## config.mk

```make
export PLATFORM = sky130hd
export DESIGN_NAME = sprite_compositor
export DESIGN_NICKNAME = d
export VERILOG_FILES = /design/src/rtl/sprite_compositor.sv
export SDC_FILE = /design/constraint.sdc
export NUM_CORES = 1
export LEC_CHECK = 0
export ABC_AREA = 1
export BUFFER_PORTS_ARGS = -buffer_cell sky130_fd_sc_hd__buf_2
export CORE_MARGIN = 4
export CORE_UTILIZATION = 42
export DETAILED_ROUTE_END_ITERATION = 16
export MAX_ROUTING_LAYER = met4
export PLACE_DENSITY_LB_ADDON = 0.3
export SLEW_MARGIN = 20
export SYNTH_ARGS = -nofsm -noshare
export SYNTH_HDL_FRONTEND = slang
export SYNTH_SLANG_ARGS = --single-unit
```

## constraint.sdc

```tcl
create_clock -name clk_pix -period 0.8 [get_ports clk_pix]
set_clock_uncertainty 0.15 [all_clocks]
set_input_delay 0.08 -clock clk_pix [delete_from_list [all_inputs] [get_ports clk_pix]]
set_output_delay 0.08 -clock clk_pix [all_outputs]
set_load 0.02 [all_outputs]
```

## src/rtl/sprite_compositor.sv

```systemverilog
// Sprite layer compositor: fixed-priority merge of NLAYERS index streams into RGB, plus per-frame
// layer-pair collision reporting over a valid/ack handshake. Optional PALETTE_EN adds a writable palette.
module sprite_compositor #(
  parameter int unsigned NLAYERS  = 4,
  parameter int unsigned PIX_BITS = 4,
  parameter int unsigned RGB_BITS = 12
) (
  input  logic                          clk_pix,
  input  logic                          rst_n,
  input  logic                          frame,
  input  logic                          de,
  input  logic [NLAYERS*PIX_BITS-1:0]   layer_pix,
  input  logic [NLAYERS-1:0]            layer_draw,
  input  logic [PIX_BITS-1:0]           bg_idx,
`ifdef PALETTE_EN
  input  logic                          pal_we,
  input  logic [PIX_BITS-1:0]           pal_addr,
  input  logic [RGB_BITS-1:0]           pal_data,
`endif
  output logic [RGB_BITS-1:0]           rgb,
  output logic                          de_out,
  output logic                          coll_valid,
  output logic [NLAYERS*NLAYERS-1:0]    coll_matrix,
  output logic                          coll_overrun,
  input  logic                          coll_ack
);

  localparam int unsigned NPAIR = NLAYERS * NLAYERS;

  localparam logic [0:0] ST_ACCUM = 1'b0;
  localparam logic [0:0] ST_HOLD  = 1'b1;

  function automatic logic [RGB_BITS-1:0] grey(input logic [PIX_BITS-1:0] i);
    return RGB_BITS'({i, i, i});
  endfunction

  logic [NLAYERS-1:0]  active_c;
  logic [PIX_BITS-1:0] idx_d, idx_s1_q;
  logic                de_s1_q;
  logic [RGB_BITS-1:0] colour_c;
  logic [RGB_BITS-1:0] rgb_q;
  logic                de_out_q;
  logic [NPAIR-1:0]    hit_c;

  logic [0:0]       state_q, state_d;
  logic [NPAIR-1:0] acc_q, acc_d;
  logic [NPAIR-1:0] matrix_q, matrix_d;
  logic             valid_q, valid_d;
  logic             overrun_q, overrun_d;

  // A layer counts only when drawing a non-transparent index
  always_comb begin
    active_c = '0;
    for (int k = 0; k < NLAYERS; k++) begin
      active_c[k] = layer_draw[k] && (layer_pix[k*PIX_BITS +: PIX_BITS] != '0);
    end
  end

  // Lowest active layer wins; scan from the top so layer 0 is applied last
  always_comb begin
    idx_d = bg_idx;
    for (int k = NLAYERS - 1; k >= 0; k--) begin
      if (active_c[k]) idx_d = layer_pix[k*PIX_BITS +: PIX_BITS];
    end
  end

  always_comb begin
    hit_c = '0;
    if (de) begin
      for (int i = 0; i < NLAYERS; i++) begin
        for (int j = i + 1; j < NLAYERS; j++) begin
          if (active_c[i] && active_c[j]) hit_c[i*NLAYERS + j] = 1'b1;
        end
      end
    end
  end

`ifdef PALETTE_EN
  logic [RGB_BITS-1:0] pal_q [2**PIX_BITS];

  // Reads sample the pre-write contents, so a same-cycle write returns the old entry
  always_ff @(posedge clk_pix or negedge rst_n) begin
    if (!rst_n) begin
      for (int k = 0; k < 2**PIX_BITS; k++) pal_q[k] <= grey(PIX_BITS'(k));
    end else if (pal_we) begin
      pal_q[pal_addr] <= pal_data;
    end
  end

  assign colour_c = pal_q[idx_s1_q];
`else
  assign colour_c = grey(idx_s1_q);
`endif

  // Two-stage pixel pipeline: S1 selects the index, S2 maps it to colour
  always_ff @(posedge clk_pix or negedge rst_n) begin
    if (!rst_n) begin
      idx_s1_q <= '0;
      de_s1_q  <= 1'b0;
      rgb_q    <= '0;
      de_out_q <= 1'b0;
    end else begin
      idx_s1_q <= idx_d;
      de_s1_q  <= de;
      rgb_q    <= de_s1_q ? colour_c : '0;
      de_out_q <= de_s1_q;
    end
  end

  always_ff @(posedge clk_pix or negedge rst_n) begin
    if (!rst_n) begin
      state_q   <= ST_ACCUM;
      acc_q     <= '0;
      matrix_q  <= '0;
      valid_q   <= 1'b0;
      overrun_q <= 1'b0;
    end else begin
      state_q   <= state_d;
      acc_q     <= acc_d;
      matrix_q  <= matrix_d;
      valid_q   <= valid_d;
      overrun_q <= overrun_d;
    end
  end

  // Report FSM; overlaps seen in the frame-pulse cycle seed the new accumulator
  always_comb begin
    state_d   = state_q;
    acc_d     = acc_q | hit_c;
    matrix_d  = matrix_q;
    valid_d   = valid_q;
    overrun_d = overrun_q;
    case (state_q)
      ST_ACCUM: begin
        if (frame) begin
          matrix_d  = acc_q;
          acc_d     = hit_c;
          valid_d   = 1'b1;
          overrun_d = 1'b0;
          state_d   = ST_HOLD;
        end
      end
      ST_HOLD: begin
        if (frame) begin
          matrix_d  = acc_q;
          acc_d     = hit_c;
          overrun_d = !coll_ack;
        end else if (coll_ack) begin
          valid_d   = 1'b0;
          overrun_d = 1'b0;
          state_d   = ST_ACCUM;
        end
      end
      default: state_d = ST_ACCUM;
    endcase
  end

  assign rgb          = rgb_q;
  assign de_out       = de_out_q;
  assign coll_valid   = valid_q;
  assign coll_matrix  = matrix_q;
  assign coll_overrun = overrun_q;

endmodule
```

Yosys cells after proc, flatten, opt, wreduce, memory -nomap -nowiden
Cells that the tools add are included.
- bitwise operators: 2
- eq/ne operators: 4
- reduce and logical (&&, ||, !) cells: 17
- divide/modulo/power cells: 0
- $lt $le $gt $ge: 0
- add/subtract/negate cells: 0
- mux-type cells: 27
- $mul: 0
- shift-type cells: 0
- operator list (cell ; count):
    16-bit two-way mux ; 2
    4-bit two-way mux ; 4
    16-bit by 12-bit OR with 16-bit output ; 1
    4-bit nonzero test ; 4
    1-bit two-way mux ; 15
    12-bit two-way mux ; 1
    1-bit logical AND ; 10
    2-bit != test, second input constant ; 3
    1-bit case mux with 2 select lines ; 3
    3-bit two-way mux ; 1
    3-bit != test, second input constant ; 1
    3-bit AND reduction ; 1
    2-bit two-way mux ; 1
    2-bit AND reduction ; 1
    1-bit zero test ; 1
    1-bit NOT ; 1
- ROM bits: 0
- logic and storage cells: 59
- bits of input ports: 29
- register bits after elaboration: 53
- memory bits (writable): 0
- memories kept: 0
- latch bits: 0

Longest topological paths before layout
- depth in word-level cells: 7
- depth in mapped cells: 9
- depth with buffers taken out: 9

Least setup slack after synthesis
Ideal clock, no wire load.
- path kind: register to register
- start point: reg, netlist name coll_overrun
- end point: reg overrun_q (netlist: coll_overrun)
- clock period less this slack: 0.907 ns
- arrival: 0.633 ns
- library setup time: 0.123 ns
- cell stages (with the launch flop): 3
- slack: -0.107 ns
- cell sequence: dfrtp_1 -> o21ai_0 -> a21oi_1
- RTL lines (item ; line ; text):
    end signal: assignment ; 122 ; overrun_q <= overrun_d;
    end: declaration ; 49 ; logic overrun_q, overrun_d;

==> run_results.csv <==
group,metric,value,unit
critical_path,path_cells,"buf_2",
detailed_routing,detail_route.vias_per_cell,4.22,
placement,placedCellCount,255,
outcome,violations,"hold timing, setup timing",
critical_path,start_kind,"flip-flop",
global_route,grt_start_max_net_pins,26,
outcome,outcome,"complete, but fails checks",
floorplan,io-pin-count,60,
timing,fmax,0.889,GHz
final_layout,design_area,1830,um2
placement,worst_setup_slack_post_dpl,-0.260,ns
floorplan,placementRows,20,
clock_tree,h-tree-depth,1,
timing,report.final.slew_viol_count,0,
final_layout,antenna_cells_inserted,0,
pwr,total_leakage_power,0.986,nW
pwr,sequentialPowerShare,51.1,%
global_route,track_usage,13.5,%
final_layout,finalNetCount,253,
pwr,internal-power,1.95,mW
pwr,power_frac_comb,29.1,%
timing,fin_worst_hold_slack,-0.192,ns
critical_path,cp-startpoint,"rgb[8]",
detailed_routing,detail_route.wirelength,2600,um
critical_path,crit_cells,1,
final_layout,postLayoutCoreUtil,60.3,%
critical_path,cp_num_buf_inv,1,
final_layout,layout-drive-gt1-share,48.0,%
global_route,grt.overflow.total,0,
critical_path,worst-setup-path-type,"reg2out",
synthesis,netlist-cell-type-count,20,
placement,weighted_congestion_at_the_end_of_routability_driven_global_placement,0.797,
run,max_cap_violations,0,
synthesis,avgSynthCellArea,8.23,um2
detailed_routing,firstDrtPassIters,4,
critical_path,timing.critical_path.slowest_stage_cell,"dfrtp_2",
floorplan,die_height,64.0,um
critical_path,largest_stage_delay_worst_path,0.43,ns
detailed_routing,route.detailed.wl_per_inst,9.73,um
detailed_routing,routed_vias,1128,
timing,hold_viol_final,11,
floorplan,start_util,43.5,%
critical_path,worstSetupEndpointType,"output pin",
critical_path,worst_ep_arrival_time,0.90,ns
floorplan,core_area,3030,um2
synthesis,synth.ff_latch_count,25,
critical_path,critical_path.top_delay_family,"flip-flops",
timing,fin_crit,1.13,ns
clock_tree,ctsRootBufferMaster,"clkbuf_4",
placement,placed_area,1640,um2
clock_tree,clockBufferDepth,2,
pwr,post-layout-total-power,2.84,mW
timing,rsz0062_at_grt,"yes",
critical_path,r2r-start,"coll_matrix[7]",
detailed_routing,initialDrtViolationCount,27,
floorplan,die-area,4090,um2
critical_path,r2r-end,"coll_matrix[7]",
global_route,grt_first_pass_wirelength,4320,um
synthesis,yosys_warnings,0,
critical_path,critPathMaxFanout,3,
detailed_routing,drc,0,
placement,place.port_buffers,49,
critical_path,r2r.worst_path.cells,4,
timing,number_of_endpoints_failing_setup_at_the_final_stage,32,
global_route,antenna_found_initial,0,
synthesis,postSynthCellCount,160,
placement,dp.final_hpwl,2020,um
critical_path,reg_to_reg_slack_setup,-0.18,ns
min_path,tightest_hold_check_type,"in2reg",
pwr,powerDensity,1560,nW/um2
pwr,share_clk_of_total_power,19.8,%
clock_tree,number_of_cts_inserted_buffers,3,
final_layout,area_overhead_vs_synth,38.7,%
timing,layout_worst_path_cycle_share,141,%
global_route,via_count_of_the_first_global_routing_pass,1042,
floorplan,die_width,64.0,um
clock_tree,clk_transition_reported_paths,0.14,ns
timing,fin_ws,-0.325,ns
clock_tree,cts_num_sinks,25,
timing,setup_total_neg_slack,-8.04,ns
pwr,net-switching-power,888,uW
final_layout,fin_cells,267,
clock_tree,insertion_delay,0.31,ns
detailed_routing,drtAntennaViolNets,0,
critical_path,worstSetupEndpoint,"rgb[4]",
clock_tree,cts_tree,"built",
pwr,irDropWorstVdd,580,uV
critical_path,worst_ep_required_time,0.57,ns
synthesis,post_synthesis_cell_area,1320,um2
pwr,power.share.switching,31.2,%
synthesis,synth_sequential_area_ratio,47.5,%
metal layers:
layer  up-vias  track usage (%)  part of all wire [%]
met1       479             17.4                    46
met5         -                -                     0
met2        49             20.9                    45
li1        598                -                     -
met3         2             1.23                   7.4
met4         0             7.28                   1.6
sequential cells by signal (all words and copies together) (netlist names):
register / flops
acc_q: 6
de_out: 1
coll_overrun: 1
state_q: 1
coll_matrix: 6
idx_s1_q: 4
de_s1_q: 1
coll_valid: 1
rgb: 4
timing repair:
action / 4_1_cts / 5_1_grt
setup endpoints to repair: 26 / 41
pin swaps: 2 / 2
resized for setup: 21 / 17
hold buffers: 4 / 2
endpoints found under the hold margin: 43 / 12
setup buffers: 1 / 5
cell type report:
class / instances / area [um2]
clock buffer: 3 / 22.5
fill: 270 / 1200
inverter: 16 / 60.1
tap: 44 / 55.1
multi-input combinational: 108 / 537
sequential: 25 / 641
clock inverter: 1 / 7.51
timing repair buffer: 70 / 503
kinds of logic after synthesis:
family	Yosys count	share of synthesized area, %
and+or+nand+nor	80	28.1
other	1	0.285
DFF	25	47.5
AOI/OAI and AO/OA	18	8.08
buffers and inverters	36	16.0
power by group through the flow:
stage / logic, mW / clock network (mW) / registers [mW]
after detailed placement: 0.690 / 0 / 1.46
after global routing: 0.906 / 0.631 / 1.47
after global placement: 0.685 / 0 / 1.46
final: 0.827 / 0.561 / 1.45
after CTS: 0.771 / 0.580 / 1.45
after floorplan: 0.405 / 0 / 1.55
synth_stat cells:
cell type	n	area share [%]
inv_2	1	0.28
o21ai_0	10	3.8
and2_4	1	0.67
buf_4	20	11
dfrtp_1	25	48
nand3_1	11	4.2
a21oi_2	2	1.3
conb_1	1	0.28
nor2_4	1	0.86
clkinv_1	4	1.1
inv_1	11	3.1
nand2_2	6	2.9
o21ai_2	1	0.67
nand2_4	2	1.7
nor2_2	3	1.4
nand2_1	51	15
nor2_1	4	1.1
a21boi_0	2	1.1
nor3_2	1	0.76
a21oi_1	3	1.1
worst min path at each step:
stage / endpoint / startpoint / depth (start not counted)
floorplan: acc_q[11] / rst_n / 0
global placement: acc_q[11] / rst_n / 2
detailed placement: state_q / rst_n / 2
CTS: idx_s1_q[2] / layer_draw[0] / 3
global route: state_q / coll_ack / 2
finish: state_q / coll_ack / 2
cells in the final DEF (no fill, tap or decap), drive strengths merged:
cell         netlist  final
conb               1     10
buf               20     67
nor3               1      1
and2               1      1
dlygate4sd3        0      3
a21boi             2      2
a21oi              5      5
dfrtp             25     25
nand3             11     11
clkinvlp           0      1
nand2             59     59
o21ai             11     11
clkbuf             0      3
clkinv             4      4
inv               12     12
nor2               8      8
Power figures use the tool's default switching activity.
